==> config.mk <==
export PLATFORM = sky130hd
export DESIGN_NAME = mc_ctrl
export DESIGN_NICKNAME = d
export VERILOG_FILES = /design/src/rtl/mc_pkg.sv /design/src/rtl/mc_decode.sv /design/src/rtl/mc_ctrl.sv
export SDC_FILE = /design/constraint.sdc
export NUM_CORES = 1
export LEC_CHECK = 0
export CORE_MARGIN = 2
export CORE_UTILIZATION = 33
export CTS_CLUSTER_DIAMETER = 100
export DETAILED_ROUTE_END_ITERATION = 10
export PLACE_DENSITY = 0.76
export SETUP_SLACK_MARGIN = 0.5
export SLEW_MARGIN = 20
export SYNTH_ARGS = -nofsm -noshare
export SYNTH_HDL_FRONTEND = slang
export SYNTH_HIERARCHICAL = 1
export SYNTH_SLANG_ARGS = --single-unit
==> constraint.sdc <==
create_clock -name clk -period 3.7 [get_ports clk]
set_clock_uncertainty 0.15 [all_clocks]
set_input_delay 1.11 -clock clk [delete_from_list [all_inputs] [get_ports clk]]
set_output_delay 1.11 -clock clk [all_outputs]
set_load 0.1 [all_outputs]
==> src/rtl/mc_pkg.sv <==
// mc_pkg - shared definitions for the multi-cycle MIPS controller.
//
// Holds the FSM state encodings, the opcode/func constants of the supported
// instructions, and the select encodings that the datapath multiplexers
// decode. The select encodings match the single-cycle decoder, so existing
// datapath muxes can import this package unchanged.
//
// No ports (package).

package mc_pkg;

    // FSM state encodings, also visible on the controller's state output
    localparam logic [2:0] ST_FETCH  = 3'd0;
    localparam logic [2:0] ST_DECODE = 3'd1;
    localparam logic [2:0] ST_EXE    = 3'd2;
    localparam logic [2:0] ST_MEM    = 3'd3;
    localparam logic [2:0] ST_WB     = 3'd4;
    localparam logic [2:0] ST_HALT   = 3'd5;

    // Opcodes (IR[31:26])
    localparam logic [5:0] OP_RTYPE   = 6'b000000;
    localparam logic [5:0] OP_BNEZALC = 6'b000001;
    localparam logic [5:0] OP_J       = 6'b000010;
    localparam logic [5:0] OP_JAL     = 6'b000011;
    localparam logic [5:0] OP_BEQ     = 6'b000100;
    localparam logic [5:0] OP_ORI     = 6'b001101;
    localparam logic [5:0] OP_LUI     = 6'b001111;
    localparam logic [5:0] OP_LW      = 6'b100011;
    localparam logic [5:0] OP_SW      = 6'b101011;

    // R-type function codes (IR[5:0])
    localparam logic [5:0] FUNC_ADD = 6'b100000;
    localparam logic [5:0] FUNC_SUB = 6'b100010;
    localparam logic [5:0] FUNC_JR  = 6'b001000;

    // Register destination select
    localparam logic [1:0] REGDST_RT = 2'b00;
    localparam logic [1:0] REGDST_RD = 2'b01;
    localparam logic [1:0] REGDST_RA = 2'b10;

    // ALU B-operand select
    localparam logic [1:0] ALUSRC_REG = 2'b00;
    localparam logic [1:0] ALUSRC_IMM = 2'b01;

    // ALU operation
    localparam logic [2:0] ALU_ADD = 3'b000;
    localparam logic [2:0] ALU_SUB = 3'b001;
    localparam logic [2:0] ALU_OR  = 3'b010;

    // Writeback source select
    localparam logic [1:0] MEMTOREG_ALU = 2'b00;
    localparam logic [1:0] MEMTOREG_DM  = 2'b01;
    localparam logic [1:0] MEMTOREG_PC  = 2'b10;
    localparam logic [1:0] MEMTOREG_LUI = 2'b11;

    // Next-PC select
    localparam logic [1:0] NPC_PC4 = 2'b00;
    localparam logic [1:0] NPC_J   = 2'b01;
    localparam logic [1:0] NPC_BR  = 2'b10;
    localparam logic [1:0] NPC_JR  = 2'b11;

    // Comparator mode
    localparam logic [2:0] CMP_EQ  = 3'b000;
    localparam logic [2:0] CMP_NEZ = 3'b110;

    // One-hot instruction class; all-zero means the instruction is illegal
    typedef struct packed {
        logic add;
        logic sub;
        logic ori;
        logic lw;
        logic sw;
        logic beq;
        logic lui;
        logic jal;
        logic jr;
        logic j;
        logic bnezalc;
    } instr_class_t;

    // Larger of two integers, used to size the shared wait counter
    function automatic int max_int(input int a, input int b);
        return (a > b) ? a : b;
    endfunction

endpackage

==> src/rtl/mc_decode.sv <==
// mc_decode - combinational instruction classifier for mc_ctrl.
//
// Maps the opcode and function fields of the instruction register onto a
// one-hot instruction class and flags anything outside the supported set.
//
// Ports:
//   op       in   6  IR[31:26]
//   func     in   6  IR[5:0], only meaningful for R-type
//   cls      out     one-hot instruction class (mc_pkg::instr_class_t)
//   illegal  out  1  high when op/func is not a supported instruction

import mc_pkg::*;

module mc_decode (
    input  logic [5:0]   op,
    input  logic [5:0]   func,
    output instr_class_t cls,
    output logic         illegal
);

    // Classify the instruction; unknown op or an unknown R-type func leaves
    // every class bit clear, which is exactly the illegal condition.
    always_comb begin
        cls = '0;
        case (op)
            OP_RTYPE: begin
                case (func)
                    FUNC_ADD: cls.add = 1'b1;
                    FUNC_SUB: cls.sub = 1'b1;
                    FUNC_JR:  cls.jr  = 1'b1;
                    default:  ;
                endcase
            end
            OP_BNEZALC: cls.bnezalc = 1'b1;
            OP_J:       cls.j       = 1'b1;
            OP_JAL:     cls.jal     = 1'b1;
            OP_BEQ:     cls.beq     = 1'b1;
            OP_ORI:     cls.ori     = 1'b1;
            OP_LUI:     cls.lui     = 1'b1;
            OP_LW:      cls.lw      = 1'b1;
            OP_SW:      cls.sw      = 1'b1;
            default:    ;
        endcase
    end

    assign illegal = (cls == '0);

endmodule

==> src/rtl/mc_ctrl.sv <==
// mc_ctrl - multi-cycle controller for the MIPS datapath.
//
// Sequences each instruction through FETCH/DECODE/EXE/MEM/WB and drives the
// per-state control strobes as Mealy outputs of state, op, func and cmp_res.
// FETCH and MEM dwell for FETCH_LAT and MEM_LAT cycles respectively.
//
// Configuration macro: MC_ILLEGAL_TRAP_EN
//   defined   - an illegal instruction pulses 'illegal' and parks in HALT
//               until reset
//   undefined - an illegal instruction is retired as a NOP
//
// Ports:
//   clk         in   1  clock, rising edge
//   reset       in   1  asynchronous, active-high
//   op          in   6  IR[31:26]
//   func        in   6  IR[5:0]
//   cmp_res     in   1  comparator result for the current CMPop
//   PCwrite     out  1  PC load enable
//   IRwrite     out  1  instruction register load enable
//   RegDst      out  2  register destination select
//   Regwrite    out  1  GRF write enable
//   EXTop       out  1  immediate extension (1 = sign-extend)
//   ALUsrc      out  2  ALU B source select
//   ALUctrl     out  3  ALU operation
//   Memwrite    out  1  data-memory write enable
//   MemtoReg    out  2  writeback source select
//   NPCop       out  2  next-PC select
//   CMPop       out  3  comparator mode
//   state       out  3  current FSM state
//   instr_done  out  1  pulse on an instruction's last cycle
//   illegal     out  1  pulse when DECODE sees an unsupported op/func

import mc_pkg::*;

module mc_ctrl #(
    parameter int FETCH_LAT = 1,
    parameter int MEM_LAT   = 1
) (
    input  logic       clk,
    input  logic       reset,
    input  logic [5:0] op,
    input  logic [5:0] func,
    input  logic       cmp_res,
    output logic       PCwrite,
    output logic       IRwrite,
    output logic [1:0] RegDst,
    output logic       Regwrite,
    output logic       EXTop,
    output logic [1:0] ALUsrc,
    output logic [2:0] ALUctrl,
    output logic       Memwrite,
    output logic [1:0] MemtoReg,
    output logic [1:0] NPCop,
    output logic [2:0] CMPop,
    output logic [2:0] state,
    output logic       instr_done,
    output logic       illegal
);

    // One counter serves both FETCH and MEM; it must reach the larger latency
    localparam int CW = $clog2(max_int(FETCH_LAT, MEM_LAT) + 1);
    localparam logic [CW-1:0] FETCH_LAST = CW'(FETCH_LAT - 1);
    localparam logic [CW-1:0] MEM_LAST   = CW'(MEM_LAT - 1);

    logic [2:0]    state_q, state_d;
    logic [CW-1:0] cnt_q, cnt_d;

    instr_class_t  cls;
    logic          dec_illegal;

    logic       pcwrite_c, irwrite_c, regwrite_c, extop_c, memwrite_c;
    logic       done_c, illegal_c;
    logic [1:0] regdst_c, alusrc_c, memtoreg_c, npcop_c;
    logic [2:0] aluctrl_c, cmpop_c;

    mc_decode u_decode (
        .op      (op),
        .func    (func),
        .cls     (cls),
        .illegal (dec_illegal)
    );

    // State and wait-counter registers. An asynchronous reset returns to
    // FETCH immediately, abandoning any instruction in flight.
    always_ff @(posedge clk or posedge reset) begin
        if (reset) begin
            state_q <= ST_FETCH;
            cnt_q   <= '0;
        end else begin
            state_q <= state_d;
            cnt_q   <= cnt_d;
        end
    end

    // Next-state and Mealy output logic. The datapath selects depend only
    // on the instruction class and are driven in every state from DECODE
    // through WB so the datapath sees stable operands for the whole
    // instruction; write enables are gated by state below. The counter
    // defaults to zero so it clears on every state change, and only
    // increments while a dwelling state has not reached its last cycle.
    always_comb begin
        state_d    = state_q;
        cnt_d      = '0;
        pcwrite_c  = 1'b0;
        irwrite_c  = 1'b0;
        regwrite_c = 1'b0;
        memwrite_c = 1'b0;
        done_c     = 1'b0;
        illegal_c  = 1'b0;
        extop_c    = 1'b0;
        regdst_c   = REGDST_RT;
        alusrc_c   = ALUSRC_REG;
        aluctrl_c  = ALU_ADD;
        memtoreg_c = MEMTOREG_ALU;
        npcop_c    = NPC_PC4;
        cmpop_c    = CMP_EQ;

        if (state_q == ST_DECODE || state_q == ST_EXE ||
            state_q == ST_MEM    || state_q == ST_WB) begin
            if (cls.add) begin
                regdst_c  = REGDST_RD;
                aluctrl_c = ALU_ADD;
            end
            if (cls.sub) begin
                regdst_c  = REGDST_RD;
                aluctrl_c = ALU_SUB;
            end
            if (cls.ori) begin
                regdst_c  = REGDST_RT;
                alusrc_c  = ALUSRC_IMM;
                aluctrl_c = ALU_OR;
            end
            if (cls.lui) begin
                regdst_c   = REGDST_RT;
                memtoreg_c = MEMTOREG_LUI;
            end
            if (cls.lw || cls.sw) begin
                extop_c   = 1'b1;
                alusrc_c  = ALUSRC_IMM;
                aluctrl_c = ALU_ADD;
            end
            if (cls.lw) begin
                regdst_c   = REGDST_RT;
                memtoreg_c = MEMTOREG_DM;
            end
            if (cls.jal || cls.bnezalc) begin
                regdst_c   = REGDST_RA;
                memtoreg_c = MEMTOREG_PC;
            end
            if (cls.bnezalc) begin
                cmpop_c = CMP_NEZ;
            end
        end

        case (state_q)
            ST_FETCH: begin
                if (cnt_q == FETCH_LAST) begin
                    irwrite_c = 1'b1;
                    pcwrite_c = 1'b1;
                    npcop_c   = NPC_PC4;
                    state_d   = ST_DECODE;
                end else begin
                    cnt_d = cnt_q + CW'(1);
                end
            end

            ST_DECODE: begin
                if (cls.j || cls.jal || cls.jr) begin
                    pcwrite_c  = 1'b1;
                    npcop_c    = cls.jr ? NPC_JR : NPC_J;
                    regwrite_c = cls.jal;
                    done_c     = 1'b1;
                    state_d    = ST_FETCH;
                end else if (cls.beq || cls.bnezalc) begin
                    // The link write for bnezalc only happens when taken
                    pcwrite_c  = cmp_res;
                    npcop_c    = NPC_BR;
                    regwrite_c = cls.bnezalc & cmp_res;
                    done_c     = 1'b1;
                    state_d    = ST_FETCH;
                end else if (dec_illegal) begin
                    illegal_c = 1'b1;
`ifdef MC_ILLEGAL_TRAP_EN
                    state_d   = ST_HALT;
`else
                    done_c    = 1'b1;
                    state_d   = ST_FETCH;
`endif
                end else begin
                    state_d = ST_EXE;
                end
            end

            ST_EXE: begin
                state_d = (cls.lw || cls.sw) ? ST_MEM : ST_WB;
            end

            ST_MEM: begin
                // A store writes once, on the first memory cycle only
                memwrite_c = cls.sw && (cnt_q == '0);
                if (cnt_q == MEM_LAST) begin
                    if (cls.sw) begin
                        done_c  = 1'b1;
                        state_d = ST_FETCH;
                    end else begin
                        state_d = ST_WB;
                    end
                end else begin
                    cnt_d = cnt_q + CW'(1);
                end
            end

            ST_WB: begin
                regwrite_c = 1'b1;
                done_c     = 1'b1;
                state_d    = ST_FETCH;
            end

            ST_HALT: begin
`ifdef MC_ILLEGAL_TRAP_EN
                state_d = ST_HALT;
`else
                state_d = ST_FETCH;
`endif
            end

            default: state_d = ST_FETCH;
        endcase
    end

    // Outputs are forced low while reset is held; without this FETCH would
    // present IRwrite/PCwrite on its final cycle even during reset.
    assign PCwrite    = pcwrite_c  & ~reset;
    assign IRwrite    = irwrite_c  & ~reset;
    assign Regwrite   = regwrite_c & ~reset;
    assign EXTop      = extop_c    & ~reset;
    assign Memwrite   = memwrite_c & ~reset;
    assign instr_done = done_c     & ~reset;
    assign illegal    = illegal_c  & ~reset;
    assign RegDst     = reset ? 2'b00  : regdst_c;
    assign ALUsrc     = reset ? 2'b00  : alusrc_c;
    assign ALUctrl    = reset ? 3'b000 : aluctrl_c;
    assign MemtoReg   = reset ? 2'b00  : memtoreg_c;
    assign NPCop      = reset ? 2'b00  : npcop_c;
    assign CMPop      = reset ? 3'b000 : cmpop_c;
    assign state      = state_q;

endmodule
==> impl_summary.log, run 1 <==
[metrics] outcome: stopped before the end
[metrics] last stage reached: clock tree synthesis
[metrics] tool error: [ERROR DPL-0038] Utilization greater than 100%, impossible to legalize
[metrics] Max H-tree Level: 1
[metrics] root cell of the clock tree: sky130_fd_sc_hd__clkbuf_4
[metrics] number of enable flip-flop cells after synthesis: 0
[metrics] # clock sinks: 3
[metrics] total standard cell area after synthesis: 624 um2
[metrics] most frequent cells after synthesis: sky130_fd_sc_hd__nor2_1, sky130_fd_sc_hd__inv_1, sky130_fd_sc_hd__nor3_1
[metrics] count of warnings emitted by yosys: 6
[metrics] routability congestion estimate: 0.829
[metrics] post-CTS resize count: 58
[metrics] Setup Slack @ Placement: -851 ps
[metrics] maximum count of clock buffers along a single path: 2
[metrics] syn_area_per_cell: between 6 and 7 um2
[metrics] overall die height: 47.5 um
[metrics] number of different library cells in the post-synthesis netlist: 36
[metrics] share of flip-flops with an asynchronous set or reset: 100%
[metrics] sum of net half-perimeters after detailed placement: 2880 um
[metrics] initial core utilization: 35.8%
[metrics] Post-synth top flop: sky130_fd_sc_hd__dfrtp_1
[metrics] num rows: 15
[metrics] # hold bufs at CTS: 0
[metrics] sequential area share after synthesis: 12.0%
[metrics] total of flip-flops plus latches after synthesis: 3
[metrics] Horiz. Die Dim: around 47 um
[metrics] post-synthesis cell type with the largest combined area: sky130_fd_sc_hd__nor2_1
[metrics] number of instances in the synthesized netlist: just under 100
[metrics] top cells by area, synth: sky130_fd_sc_hd__nor2_1, sky130_fd_sc_hd__dfrtp_1, sky130_fd_sc_hd__nor3_1
[metrics] Top Ports: 39
[metrics] port buffer count: 35
[metrics] most numerous cell in the Yosys netlist: sky130_fd_sc_hd__nor2_1
[metrics] share of Yosys cell area claimed by the top area cell type: between 10% and 20%
[metrics] number of setup buffers added after CTS: 7
[metrics] clock buffers created by TritonCTS: 3
==> per-stage QoR <==
stage | cells | TNS, ps | hold slack, ps | utilization, % | instance area (um2)
after global placement | 184 | -9930 | 435 | 91.3 | 1590
after floorplan | 101 | -7190 | 737 | - | 877
after detailed placement | 184 | -11590 | 459 | 91.3 | 1590
==> cell families after synthesis <==
family | Yosys count | synth area share, %
compound gates | 14 | 15.4
buf+inv | 17 | 13.2
flops | 3 | 12.0
other cells | 1 | 0.601
simple gates | 64 | 58.7
==> run 2, diff against run 1 <==
Settings changed: CORE_AREA set to 2 2 63 65, CORE_MARGIN 2 to unset, CORE_UTILIZATION 33 to unset, CTS_CLUSTER_DIAMETER 100 to unset, DIE_AREA set to 0 0 65 67, PLACE_DENSITY 0.76 to unset, PLACE_DENSITY_LB_ADDON set to 0.15, SETUP_SLACK_MARGIN 0.5 to unset.
Clock period 3.7 ns to 4.81 ns, I/O delays scaled along.
==> run 2 against run 1 <==
  * The run now ends clean
  * Area after synthesis unchanged
  * Synthesized cell count is the same
==> impl_summary.log, run 2 <==
[metrics] leak pwr: 0.000676 uW
[metrics] clock buffers created by TritonCTS: 3
[metrics] total gr overflow: 0
[metrics] Initial DRC Count: 64
[metrics] total of flip-flops plus latches after synthesis: 3
[metrics] Critical Path Max Stage Delay: ~560 ps
[metrics] Finished Cell Area: 1710 um2
[metrics] first-pass GRT wire length: 4060 um
[metrics] Required @ worst endpoint: 3220 ps
[metrics] Max H-tree Level: 1
[metrics] setup repair after global routing missed its margin: true
[metrics] fin worst setup slack: 48.3 ps
[metrics] maximum count of clock buffers along a single path: 2
[metrics] number of different library cells in the post-synthesis netlist: 36
[metrics] depth of the worst hold-timing path: 2
[metrics] Worst Hold Endpoint: state[2]$_DFF_PP0_
[metrics] num rows: 22
[metrics] post-layout min period: 4760 ps
[metrics] overall die height: 67 um
[metrics] worst slew margin relative to its limit: 35.7%
[metrics] share of flip-flops with an asynchronous set or reset: 100%
[metrics] layout cell share with drive strength beyond 1: between 50% and 60%
[metrics] outcome: finished clean
[metrics] Setup Slack @ Placement: -281 ps
[metrics] setup slack, reg-to-reg: 3580 ps
[metrics] sum of net half-perimeters after detailed placement: approximately 2000 um
[metrics] count of warnings emitted by yosys: 6
[metrics] post-synthesis cell type with the largest combined area: sky130_fd_sc_hd__nor2_1
[metrics] total placed cells including tap cells: 203
[metrics] count of endpoints failing setup in the final report: 0
[metrics] Worst R2R End: state[1]$_DFF_PP0_
[metrics] critical hold path startpoint: state[1]$_DFF_PP0_
[metrics] share of the clock period used by the worst path: 99.0%
[metrics] number of nets with antenna violations after routing: 0
[metrics] Startpoint Class: input port
[metrics] Crit Reg-Reg Startpoint: state[0]$_DFF_PP0_
[metrics] Peak Freq: ~210 MHz
[metrics] number of instances in the synthesized netlist: roughly 100
[metrics] Crit. End Element: output pin
[metrics] FF/Latch Area: 75.1 um2
[metrics] number of non-filler instances in the completed layout: 212
[metrics] smallest hold slack: 507 ps
[metrics] routed vias/inst: ~4.5
[metrics] CP Class: input port to output pin
[metrics] Horiz. Die Dim: 65 um
[metrics] initial core utilization: 17.3%
[metrics] number of fillers in the final layout: 359
[metrics] most numerous cell in the Yosys netlist: sky130_fd_sc_hd__nor2_1
[metrics] CTS tree: done
[metrics] register clock-pin slew on the reported worst setup and hold paths: ~30 ps
[metrics] most common cell after layout, fill and taps aside: sky130_fd_sc_hd__buf_4
[metrics] number of cells on the worst reg-to-reg path: 2
[metrics] largest fanout of any net on the critical path: 4
[metrics] ant diodes: 0
[metrics] first-pass iteration count of the detailed router: 4
[metrics] Worst VDD drop: 0.0783 mV
[metrics] number of enable flip-flop cells after synthesis: 0
[metrics] final hold violations: 0
[metrics] core outline area: about 3600 um2
[metrics] vias in the first global route: 972
[metrics] routability congestion estimate: around 0.74
[metrics] total wire length: 2370 um
[metrics] Total Routing Usage GR: 11.9%
[metrics] Top Ports: 39
[metrics] syn_area_per_cell: ~6.3 um2
[metrics] critical path arrival: 3170 ps
[metrics] layout overhead on the synthesized area: 174%
[metrics] Post-synth top flop: sky130_fd_sc_hd__dfrtp_1
[metrics] pin count of the biggest net entering global routing: 11
[metrics] routed via count: 954
[metrics] multi-input logic area: roughly 710 um2
[metrics] total standard cell area after synthesis: ~620 um2
[metrics] insertion delay to the later sink of the worst-skew pair: approximately 220 ps
[metrics] buffers plus inverters on the worst setup path: 3
[metrics] top cells by area, synth: sky130_fd_sc_hd__nor2_1, sky130_fd_sc_hd__dfrtp_1, sky130_fd_sc_hd__nor3_1
[metrics] chain of cells forming the critical path: buf_6 > or4_4 > buf_12 > nor3b_4 > or3_4 > nor4_4 > o211ai_1 > buf_12
[metrics] CP dominant cell by count: sky130_fd_sc_hd__buf_12
[metrics] total number of nets in the final design: 180
[metrics] port buffer count: 35
[metrics] area of placed instances: between 1500 and 2000 um2
[metrics] average wire per standard cell: 11.2 um
[metrics] final standard cell utilization of the core: 47.4%
[metrics] leading cell types in the layout, fill and taps excluded: sky130_fd_sc_hd__buf_4, sky130_fd_sc_hd__buf_12, sky130_fd_sc_hd__nor2_1
[metrics] antenna violations before repair: 0
[metrics] Cell Pwr Density: 255 nW/um2
[metrics] Worst Max-Slew Pin Slew: 961 ps
[metrics] most frequent cells after synthesis: sky130_fd_sc_hd__nor2_1, sky130_fd_sc_hd__inv_1, sky130_fd_sc_hd__nor3_1
[metrics] share of Yosys cell area claimed by the top area cell type: 15.0%
[metrics] root cell of the clock tree: sky130_fd_sc_hd__clkbuf_8
[metrics] max cap viols: 0
[metrics] DRC violation count after routing: 0
[metrics] flip-flop count of the largest register, all copies and words added: 3
[metrics] sequential area share after synthesis: between 10% and 20%
[metrics] Crit path max-delay family: simple AND/OR/NAND/NOR gates
[metrics] Slowest-stage cell, CP: sky130_fd_sc_hd__or4_4
[metrics] # clock sinks: 3
[metrics] Max Transition Viols Final: 0
[metrics] area of the die: 4360 um2
[metrics] class of the tightest hold or removal check: flip-flop to flip-flop
run 2: cell counts after synthesis:
Identical to the previous run, type by type.
run 2: worst min-delay path: stages, from the launching register on:
cell and delay (ps):
sky130_fd_sc_hd__dfrtp_1 430, sky130_fd_sc_hd__nand2b_1 130, sky130_fd_sc_hd__nor3_1 50
run 2: logic make-up after synthesis:
| kind of cell | after synthesis | synth area share, % |
|---|---|---|
| AO/OA/AOI/OAI | 14 | 15.4 |
| buffers and inverters | 17 | 13.2 |
| AND/OR/NAND/NOR | 64 | 58.7 |
| flip-flops | 3 | 12.0 |
| other | 1 | 0.601 |
run 2: through the flow:
| step | setup TNS [ps] | power [uW] |
|---|---|---|
| after global placement | -2750 | 354 |
| after floorplan | -2300 | 258 |
| after global routing | -26.9 | 453 |
| after CTS | -20.8 | 436 |
| after detailed placement | -3020 | 357 |
| final | 0 | 436 |
run 2: power by group:
| part | total (uW) | internal [uW] | switching [uW] |
|---|---|---|---|
| Clock | 74.1 | 56.6 | 17.5 |
| Combinational | 312 | 102 | 210 |
| Sequential | 49.0 | 31.0 | 18.0 |
run 2: how the worst max path moves through the flow:
| stage | cells past startpoint | startpoint | endpoint | slack [ps] |
|---|---|---|---|---|
| detailed placement | 8 | op[3] | instr_done | -280 |
| global route | 8 | op[0] | instr_done | -30 |
| global placement | 8 | op[3] | instr_done | -260 |
| CTS | 9 | op[4] | RegDst[0] | -20 |
| finish | 8 | op[2] | instr_done | 50 |
| floorplan | 5 | op[3] | instr_done | -770 |
run 2: repair_timing:
action                     CTS  global route
resized for setup           32             7
gates cloned                 0             0
pin swaps                   11            10
setup endpoints to repair   17             7
hold endpoints to repair     0             0
setup buffers                6             0
hold buffers                 0             0
run 2: layout make-up:
class,count,area share (%)
clock buffer,4,2.64
inverter,10,2.20
multi-input combinational,81,41.5
sequential,3,4.40
tap,48,3.52
timing repair buffer,66,45.7
run 2: layer usage:
| metal | part of all wire, % | vias to the layer above | GRT usage [%] | wire length [um] |
|---|---|---|---|---|
| li1 | - | 477 | - | - |
| met1 | 38 | 430 | 12.9 | 905 |
| met2 | 53 | 42 | 22.4 | 1260 |
| met3 | 7.0 | 5 | 2.20 | 166 |
| met4 | 1.6 | 0 | 4.79 | 37 |
| met5 | 0 | - | 0 | 0 |
No activity file was read; power rests on OpenSTA's default activity.
